### config.mk
export PLATFORM = sky130hd
export DESIGN_NAME = cdb_arbiter_flat
export DESIGN_NICKNAME = d
export VERILOG_FILES = /design/src/rtl/cdb_arbiter_if.sv /design/src/rtl/cdb_arbiter.sv /design/src/flat_wrapper.sv
export SDC_FILE = /design/constraint.sdc
export NUM_CORES = 1
export LEC_CHECK = 0
export ABC_AREA = 1
export CAP_MARGIN = 40
export CORE_MARGIN = 2
export CORE_UTILIZATION = 31
export DETAILED_ROUTE_END_ITERATION = 7
export MAX_ROUTING_LAYER = met4
export SLEW_MARGIN = 40
export SYNTH_ARGS = -nofsm -noshare
export SYNTH_HDL_FRONTEND = slang
export SYNTH_SLANG_ARGS = --single-unit
### constraint.sdc
create_clock -name clk -period 4.1 [get_ports clk]
set_clock_uncertainty 0.15 [all_clocks]
set_input_delay 0.82 -clock clk [delete_from_list [all_inputs] [get_ports clk]]
set_output_delay 0.82 -clock clk [all_outputs]
set_load 0.1 [all_outputs]
### src/rtl/cdb_arbiter_if.sv
// CDB result packet type and the arbiter bus: producer handshakes, flush, and the consumer-side broadcast.
// The master modport is the environment side and the slave modport is the arbiter side.
typedef struct packed {
    logic [5:0]  dest_ROB_entry;
    logic [31:0] result;
    logic        branch_result;
    logic        from_memory;
} CDB_packet_t;

interface cdb_arbiter_if #(
    parameter int NUM_FU = 4
);
    logic [NUM_FU-1:0] fu_valid;
    CDB_packet_t       fu_pkt [NUM_FU];
    logic [NUM_FU-1:0] fu_yumi;
    logic              flush;
    logic              cdb_ready;
    logic              cdb_valid;
    CDB_packet_t       cdb_out;
    logic [15:0]       grant_count;

    modport master (
        output fu_valid, fu_pkt, flush, cdb_ready,
        input  fu_yumi, cdb_valid, cdb_out, grant_count
    );

    modport slave (
        input  fu_valid, fu_pkt, flush, cdb_ready,
        output fu_yumi, cdb_valid, cdb_out, grant_count
    );
endinterface

### src/rtl/cdb_arbiter.sv
// Round-robin CDB arbiter: grants one functional unit per cycle into a single broadcast register.
// Optional macro CDB_MEM_PRIORITY_EN lets the load unit (MEM_IDX) win without moving the pointer.
module cdb_arbiter #(
    parameter int NUM_FU  = 4,
    parameter int MEM_IDX = 3
) (
    input logic          clk,
    input logic          reset,
    cdb_arbiter_if.slave bus
);
    localparam int PTR_W = $clog2(NUM_FU);

    if (NUM_FU < 2 || NUM_FU > 8) begin : g_bad_num_fu
        $error("NUM_FU must be in 2..8");
    end
    if (MEM_IDX < 0 || MEM_IDX >= NUM_FU) begin : g_bad_mem_idx
        $error("MEM_IDX must index a requester");
    end

    logic [PTR_W-1:0]  r_ptr;
    logic              r_cdb_valid;
    CDB_packet_t       r_cdb_out;
    logic [15:0]       r_grant_count;

    logic              w_can_grant;
    logic [NUM_FU-1:0] w_rot;
    logic              w_grant;
    logic [PTR_W:0]    w_sum;
    logic [PTR_W-1:0]  w_gidx;
    logic              w_upd_ptr;
    logic [PTR_W-1:0]  w_next_ptr;

    assign w_can_grant = ~bus.flush & ~reset & (~r_cdb_valid | bus.cdb_ready);

    // Rotate requests so bit k is the unit at offset k from the pointer.
    assign w_rot   = NUM_FU'({bus.fu_valid, bus.fu_valid} >> r_ptr);
    assign w_grant = w_can_grant & (|w_rot);

    always_comb begin
        w_sum     = '0;
        w_gidx    = '0;
        w_upd_ptr = 1'b1;
        // Descending scan: the smallest offset with a request is assigned last.
        for (int k = NUM_FU - 1; k >= 0; k--) begin
            if (w_rot[k]) begin
                w_sum = {1'b0, r_ptr} + (PTR_W+1)'(k);
            end
        end
        if (w_sum >= (PTR_W+1)'(NUM_FU)) begin
            w_sum = w_sum - (PTR_W+1)'(NUM_FU);
        end
        w_gidx = w_sum[PTR_W-1:0];
`ifdef CDB_MEM_PRIORITY_EN
        if (w_can_grant && bus.fu_valid[MEM_IDX]) begin
            w_gidx    = PTR_W'(MEM_IDX);
            w_upd_ptr = 1'b0;
        end
`endif
    end

    assign w_next_ptr = (w_gidx == PTR_W'(NUM_FU - 1)) ? '0 : w_gidx + 1'b1;

    assign bus.fu_yumi     = w_grant ? (NUM_FU'(1) << w_gidx) : '0;
    assign bus.cdb_valid   = r_cdb_valid;
    assign bus.cdb_out     = r_cdb_out;
    assign bus.grant_count = r_grant_count;

    always_ff @(posedge clk) begin
        if (reset) begin
            r_ptr         <= '0;
            r_cdb_valid   <= 1'b0;
            r_cdb_out     <= '0;
            r_grant_count <= '0;
        end else if (bus.flush) begin
            r_cdb_valid <= 1'b0;
        end else if (w_grant) begin
            r_cdb_out     <= bus.fu_pkt[w_gidx];
            r_cdb_valid   <= 1'b1;
            r_grant_count <= r_grant_count + 16'd1;
            if (w_upd_ptr) begin
                r_ptr <= w_next_ptr;
            end
        end else if (r_cdb_valid && bus.cdb_ready) begin
            r_cdb_valid <= 1'b0;
        end
    end
endmodule

### src/flat_wrapper.sv
// flat-port wrapper written by rule: the top's interface ports become plain ports
module cdb_arbiter_flat 
#(
    parameter int NUM_FU  = 4,
    parameter int MEM_IDX = 3
)
  (clk, reset, bus_fu_valid, bus_fu_pkt, bus_flush, bus_cdb_ready, bus_fu_yumi, bus_cdb_valid, bus_cdb_out, bus_grant_count);
  cdb_arbiter_if #(.NUM_FU(NUM_FU)) bus_i ();
  input logic clk;
  input logic reset;
  input wire logic [$bits(bus_i.fu_valid)-1:0] bus_fu_valid;
  input wire logic [$bits(bus_i.fu_pkt)-1:0] bus_fu_pkt;
  input wire logic [$bits(bus_i.flush)-1:0] bus_flush;
  input wire logic [$bits(bus_i.cdb_ready)-1:0] bus_cdb_ready;
  output wire logic [$bits(bus_i.fu_yumi)-1:0] bus_fu_yumi;
  output wire logic [$bits(bus_i.cdb_valid)-1:0] bus_cdb_valid;
  output wire logic [$bits(bus_i.cdb_out)-1:0] bus_cdb_out;
  output wire logic [$bits(bus_i.grant_count)-1:0] bus_grant_count;
  assign bus_i.fu_valid = bus_fu_valid;
  assign bus_i.fu_pkt = {>>{bus_fu_pkt}};
  assign bus_i.flush = bus_flush;
  assign bus_i.cdb_ready = bus_cdb_ready;
  assign bus_fu_yumi = bus_i.fu_yumi;
  assign bus_cdb_valid = bus_i.cdb_valid;
  assign bus_cdb_out = bus_i.cdb_out;
  assign bus_grant_count = bus_i.grant_count;
  cdb_arbiter #(.NUM_FU(NUM_FU), .MEM_IDX(MEM_IDX)) u_core (.clk(clk), .reset(reset), .bus(bus_i));
endmodule
==> results of run 1 <==
-- metal layers --
| metal | global-route usage | up-vias | part of all wire |
|---|---|---|---|
| met3 | 0.0742 | 18 | 0.078 |
| met1 | 0.282 | 2557 | 0.44 |
| met4 | 0.0498 | 0 | 0.011 |
| met5 | - | - | 0 |
| met2 | 0.367 | 178 | 0.47 |
| li1 | - | 3026 | - |
-- area by class of cell --
cell class,instances,area [µm²]
fill,1565,7570
multi-input combinational,573,2630
timing repair buffer,242,2140
sequential,59,1180
inverter,143,539
clock buffer,10,239
tap,184,230
clock inverter,6,55.1
antenna,1,2.50
-- flip-flops by register name, indices dropped and copies added, names as in the netlist --
signal,count
u_core.bus.grant_count,16
u_core.r_ptr,2
u_core.bus.cdb_valid,1
u_core.bus.cdb_out,40
-- path summary, 6_finish.rpt --
path / end / cells after the start / slack, ns / from
min: u_core.bus.grant_count[15]$_SDFFE_PP0P_ / 2 / 0.36 / u_core.bus.grant_count[15]$_SDFFE_PP0P_
max reg2reg: u_core.bus.grant_count[8]$_SDFFE_PP0P_ / 11 / 1.44 / u_core.r_ptr[0]$_SDFFE_PP0P_
min reg2reg: u_core.bus.grant_count[15]$_SDFFE_PP0P_ / 2 / 0.36 / u_core.bus.grant_count[15]$_SDFFE_PP0P_
max: bus_fu_yumi[0] / 12 / 0.45 / bus_fu_valid[3]
-- power groups by stage --
stage          Combinational, mW  Sequential [mW]  Clock [mW]
6_report                    1.21            0.637       0.763
3_3_place_gp                1.25            0.650           0
3_5_place_dp                1.22            0.649           0
5_1_grt                     1.33            0.643       0.807
4_1_cts                     1.22            0.638       0.771
2_1_floorplan              0.594            0.909           0
-- Yosys cell counts (2+ instances only) --
master / number
nand2_1: 164
nor3_1: 6
buf_2: 41
o21ai_0: 12
nand2_2: 5
nor2_1: 94
clkbuf_1: 11
xor2_1: 5
inv_1: 138
nand3_2: 2
a21oi_1: 13
buf_4: 4
nand3_1: 250
nand4_1: 5
xnor2_1: 2
inv_2: 4
dfxtp_1: 59
nor4_1: 3
o21ai_1: 3
-- kinds of logic (layout without fill, tap and decap cells) --
logic type	after synthesis	count (layout)	share of synthesized area
AND/OR/NAND/NOR	533	533	0.515
buffers and inverters	200	401	0.178
flip-flops	59	59	0.254
AO/OA/AOI/OAI	32	32	0.0364
XOR/XNOR	7	7	0.0132
adder cells (fa/ha/maj)	1	1	0.00269
other	0	1	0
-- worst max-delay path, cell delays in order --
cell and delay (ns):
clkdlybuf4s50_1 0.51, nand2_1 0.08, nand2_1 0.10, inv_2 0.03
nand2_1 0.07, nor2_1 0.09, nor2_1 0.09, nand2_1 0.14
buf_4 0.20, nor3_1 0.21, buf_4 0.16, buf_12 0.16
-- cells in the final DEF (no fill, tap or decap), types with 2 or more instances in the layout --
cell type and instances:
xor2_1 5, nand4_1 5, nor4_1 3, a21oi_1 13, dfxtp_1 59, nand2_2 5, nor3_1 6, o21ai_0 12
buf_4 14, inv_1 138, xnor2_1 2, clkbuf_16 9, nand3_1 250, o21ai_1 3, nor2_1 94, buf_2 58
buf_12 4, clkdlybuf4s50_1 166, nand2_1 164, inv_2 4, clkinv_2 5, nand3_2 2
==> metrics, run 1 <==
final instance area=0.00702 mm²; routed vias=5779; hpwl dp=12500 µm; Hold Buf Count CTS=0; count of final hold-check violations=0; # Post-CTS Setup Buffers=0; area grow syn2layout=51.2%; Yosys Warn Count=0; row count=44; Max Fclk=274 MHz; final WL=17900 µm; I/O pins=229; Seq pwr share=0.244; pin count of the biggest net entering global routing=77; cell count after placement=1201; Max rail drop VDD=0.195 mV; status=complete, no violations; Post-Synthesis Cell Area=0.00464 mm²; setup violators final=0; core outline area=0.0146 mm²; P_leak=3.68 nW; H-tree depth=3; Die Y=126 µm; clk slew on worst S/H paths=0.05 ns; Worst-Skew Late Latency=0.34 ns; P per Cell Area=372 mW/mm²; worst hold slack=0.361 ns; Tightest Hold Check Type=reg2reg; largest area contributor in the netlist=nand3_1; clock sink total=59; Crit Path Category=in2out; clock tree buffer depth=2; gr usage total=0.229; Top FF cell, synth=dfxtp_1; Initial Util=0.318; first-pass GRT wire length=28500 µm; Crit. End Element=output port; Avg WL per Cell=14.7 µm; Area contributors post-synth=nand3_1 (27%), dfxtp_1 (25%), nand2_1 (13%); average vias per placed instance=4.74; TritonCTS buffer count=9; Worst Slack Setup Final=0.446 ns; Slew @ Worst Pin=0.851 ns; Synth top area share=0.270; Max-slew headroom=0.433; die width=126 µm; part of the power in combinational logic=0.464; via count of the first global-routing pass=5466; antenna viol nets, final=0; Mapped Cells=832; Clock Root Buffer=clkbuf_16; Finished Core Util=0.481; GPL Wtd Cong=0.901; final worst-path cycle share=0.891; Final nets=1197; setup TNS=0 ns; number of I/O port buffers=228; Crit path arrival time=2.68 ns; RSZ-0062 raised after global routing=false; Crit Path Max Fanout=8; syn avg cell area=5.58 µm²; Final Max Slew Viols=0; CTS tree=done; flops & latches, synth=59; CP Launch Type=primary input; Cell variety after synth=30; maxcap violations=0; die area=0.0160 mm²; GRT Residual Overflow=0; initial antenna violation count=1; post_cts resized=0; Placement Cell Area=0.00672 mm²; DRT Pass-1 Iters=5; post-synthesis sequential area ratio=0.254; Non-Filler Instances=1218; EDFF count, synth=0; initial DRC count=365; Clk network pwr share=0.292; Sw Share=0.430; Pwr Total=2.61 mW; layout cell share with drive strength beyond 1=0.103; ys async rst share=0; DR DRC count=0; WP data required=3.13 ns; pre-CTS setup slack=0.448 ns; syn nets=1001; fin crit period=3.65 ns; Psw=1.12 mW; Int Power=1.49 mW
No activity file was read; power rests on OpenSTA's default activity.
==> inputs of run 2 (changes only) <==
--- a/config.mk
+++ b/config.mk
@@ -9,9 +9,11 @@
 export CAP_MARGIN = 40
 export CORE_MARGIN = 2
 export CORE_UTILIZATION = 31
+export CTS_CLUSTER_SIZE = 40
 export DETAILED_ROUTE_END_ITERATION = 7
 export MAX_ROUTING_LAYER = met4
 export SLEW_MARGIN = 40
 export SYNTH_ARGS = -nofsm -noshare
 export SYNTH_HDL_FRONTEND = slang
 export SYNTH_SLANG_ARGS = --single-unit
+export TNS_END_PERCENT = 10
==> results of run 2 <==
Same layout as run 1: the final DEF is identical, and so are final timing and power.
==> inputs of run 3 (changes only) <==
--- a/config.mk
+++ b/config.mk
@@ -5,13 +5,13 @@
 export SDC_FILE = /design/constraint.sdc
 export NUM_CORES = 1
 export LEC_CHECK = 0
-export ABC_AREA = 1
 export CAP_MARGIN = 40
 export CORE_MARGIN = 2
 export CORE_UTILIZATION = 31
 export CTS_CLUSTER_SIZE = 40
 export DETAILED_ROUTE_END_ITERATION = 7
 export MAX_ROUTING_LAYER = met4
+export PLACE_DENSITY = 0.71
 export SLEW_MARGIN = 40
 export SYNTH_ARGS = -nofsm -noshare
 export SYNTH_HDL_FRONTEND = slang
==> run 3 against run 2 <==
Net effect:
- synthesized cell count shrank 50%
- total power is 10% lower
- critical path type unchanged
- non-clock buffer count down 3
- largest cell class unchanged
- global-route usage fell by 0.81 points
- first-iteration DRC count decreased by 64%
- sequential share of layout area is 2.9 points higher
- utilization increased by 6.7 points
- largest power group is now clock
- combinational power shrank 33%
- via count fell by 29%
- worst setup slack better by 0.013 ns
- cell count is 36% lower
==> metrics, run 3 <==
ys async rst share=0 (unchanged); P per Cell Area=391 mW/mm² (+5.2%); Buf/Inv on CP=2 (-3); Cell variety after synth=40 (+33%); Area contributors post-synth=dfxtp_1 (34%), mux2i_1 (12%), a211oi_1 (6.0%); Top FF cell, synth=dfxtp_1; Initial Util=0.320 (+0.00184); part of the power in combinational logic=0.347 (-0.117); final worst-path cycle share=0.888 (-0.00328); final WL=13200 µm (-26%); via count of the first global-routing pass=4202 (-23%); H-tree depth=3 (unchanged); clock tree buffer depth=2 (unchanged); initial antenna violation count=0 (-1); clock sink total=59 (unchanged); row count=38 (-14%); CP Launch Type=primary input; Max Fclk=275 MHz (+0.37%); syn nets=589 (-41%); Clk network pwr share=0.378 (+0.086); Yosys Warn Count=0 (unchanged); first-pass GRT wire length=20000 µm (-30%); area grow syn2layout=71.4%; register area=0.00118 mm² (unchanged); crit-path max cell delay=0.59 ns (+0.08 ns); layout cell share with drive strength beyond 1=0.155 (+0.0521); Crit. End Element=output port; number of I/O port buffers=228 (unchanged); Fillers=1027 (-34%); maxcap violations=0 (unchanged); cells along the critical path=clkdlybuf4s50_1 -> or4_4 -> and3_1 -> o21ai_4 -> nor2_1 -> buf_12; setup violators final=0 (unchanged); post-synthesis sequential area ratio=0.338 (+0.0831); combinational family with the most area after synthesis=compound AO/OA/AOI/OAI gates; Final nets=804 (-33%); I/O pins=229 (unchanged); Simple-Gate Fraction of Synth Area=0.187 (-0.328); flops & latches, synth=59 (unchanged); DR DRC count=0 (unchanged); Final Max Slew Viols=0 (unchanged); setup TNS=0 ns (unchanged); status=complete, no violations; Finished Core Util=0.549 (+0.0675); Seq pwr share=0.275 (+0.031); RSZ-0062 raised after global routing=false; WP data required=3.13 ns (about the same); XOR/XNOR share of the synthesized area=0.0350 (+0.0218); Slew @ Worst Pin=0.699 ns (-0.151 ns); post-synthesis mux area share=0.120 (+0.120); top cells by count, synth=dfxtp_1 (59), mux2i_1 (41), nand2_1 (39), nand3_1 (30), a211oi_1 (28); leading cell type in the layout, fill and taps excluded=clkdlybuf4s50_1; number of antenna diodes=0 (-1); Max-slew headroom=0.532 (+0.0995); initial DRC count=133 (-64%); Clock Root Buffer=clkbuf_16; Tightest Hold Check Type=reg2reg; count leader, synth=dfxtp_1; routed vias=4119 (-29%); P_leak=2.54 nW (-31%); TritonCTS buffer count=9 (unchanged); Synth top area share=0.338 (+0.0680); pin count of the biggest net entering global routing=41 (-47%); largest area contributor in the netlist=dfxtp_1; Max rail drop VDD=0.244 mV (+25%); GRT Residual Overflow=0 (unchanged); Crit Path Category=in2out; # Post-CTS Setup Buffers=0 (unchanged); clk slew on worst S/H paths=0.06 ns (about the same); Avg WL per Cell=17.0 µm (+15%); Hold Buf Count CTS=0 (unchanged); EDFF count, synth=0 (unchanged); fin crit period=3.64 ns (-0.0134 ns); Crit path arrival time=2.67 ns (about the same); GPL Wtd Cong=0.811 (-10%); core outline area=0.0109 mm² (-25%); Synth Area in Compound Gates=0.266 (+0.230); Sw Share=0.363 (-0.0674); DRT Pass-1 Iters=4 (-1); Crit Path Max Fanout=13 (+5); die area=0.0122 mm² (-24%); Mapped Cells=420 (-50%); most frequent cells in the layout=clkdlybuf4s50_1 (167), dfxtp_1 (59), buf_2 (57), mux2i_1 (41), nand2_1 (38); average vias per placed instance=5.28 (+11%); Die Y=110 µm (-13%); antenna viol nets, final=0 (unchanged); die width=110 µm (-13%); max FFs per register=40 (unchanged); Int Power=1.50 mW (+0.54%); Multi-input gate area=0.00216 mm² (-18%); adder-cell share of the synthesized area=0.00358 (+0.000880); CTS tree=done; cell family with most CP delay=simple AND/OR/NAND/NOR gates; post_cts resized=0 (unchanged); syn avg cell area=8.33 µm² (+49%); Worst-Skew Late Latency=0.32 ns (-0.02 ns); Post-Synthesis Cell Area=0.00350 mm² (-25%); Psw=852 µW (-24%); gr usage total=0.221 (-0.00808); Critical-path top delay cell=or4_4; hpwl dp=9800 µm (-21%); count of final hold-check violations=0 (unchanged)
run 3: cells by family (layout without fill, tap and decap cells):
family,Yosys count,in the layout
multiplexers,42,42
flip-flops,59,59
AND/OR/NAND/NOR,135,135
adder cells (fa/ha/maj),1,1
buffers and inverters,38,258
AO/OA/AOI/OAI,131,131
XOR/XNOR,14,14
run 3: final cells by class:
cell class | count | share of cell area
Clock buffer | 9 | 0.0375
Sequential cell | 59 | 0.197
Multi-Input combinational cell | 323 | 0.360
Inverter | 3 | 0.00188
Timing Repair Buffer | 239 | 0.353
Tap cell | 140 | 0.0292
Clock inverter | 7 | 0.0209
run 3: worst register-to-register path, cell delays in order, from the launching register on:
cell and delay [ns]:
dfxtp_1 0.44, a21boi_0 0.19, o22a_1 0.25, nand2_2 0.11, buf_4 0.47, mux2i_1 0.36
a211oi_2 0.11
run 3: worst paths after layout:
check / from / endpoint / slack [ns] / cells after the start
max reg2reg: u_core.r_ptr[1]$_SDFFE_PP0P_ / u_core.bus.cdb_out[31]$_SDFFE_PP0P_ / 1.87 / 6
min: u_core.bus.cdb_out[32]$_SDFFE_PP0P_ / u_core.bus.cdb_out[32]$_SDFFE_PP0P_ / 0.33 / 2
max: bus_fu_valid[3] / bus_fu_yumi[1] / 0.46 / 6
min reg2reg: u_core.bus.cdb_out[32]$_SDFFE_PP0P_ / u_core.bus.cdb_out[32]$_SDFFE_PP0P_ / 0.33 / 2
run 3: power by group through the flow:
stage / Clock, mW / Sequential, mW / Combinational (mW)
floorplan: 0 / 0.969 / 0.229
finish: 0.888 / 0.645 / 0.815
global placement: 0 / 0.655 / 0.850
global route: 0.929 / 0.650 / 0.858
detailed placement: 0 / 0.655 / 0.819
CTS: 0.907 / 0.645 / 0.821
run 3: per-layer routing:
metal,vias to the layer above,track usage,share of wire
met5,-,-,0
met4,0,0.0955,0.032
met3,37,0.0488,0.088
met2,204,0.381,0.49
met1,1907,0.245,0.39
li1,1971,-,-
run 3: stage by stage:
| stage | hold slack [ns] | cell area (µm²) | setup slack [ns] | total power [mW] | instances |
|---|---|---|---|---|---|
| final | 0.331 | 6000 | 0.460 | 2.35 | 780 |
| after detailed placement | 0.315 | 5650 | 0.448 | 1.47 | 764 |
| after floorplan | 0.361 | 3500 | 0.0167 | 1.20 | 420 |
| after CTS | 0.330 | 6000 | 0.445 | 2.37 | 780 |
| after global routing | 0.355 | 6000 | 0.385 | 2.44 | 780 |
| after global placement | 0.306 | 5930 | 0.505 | 1.51 | 764 |
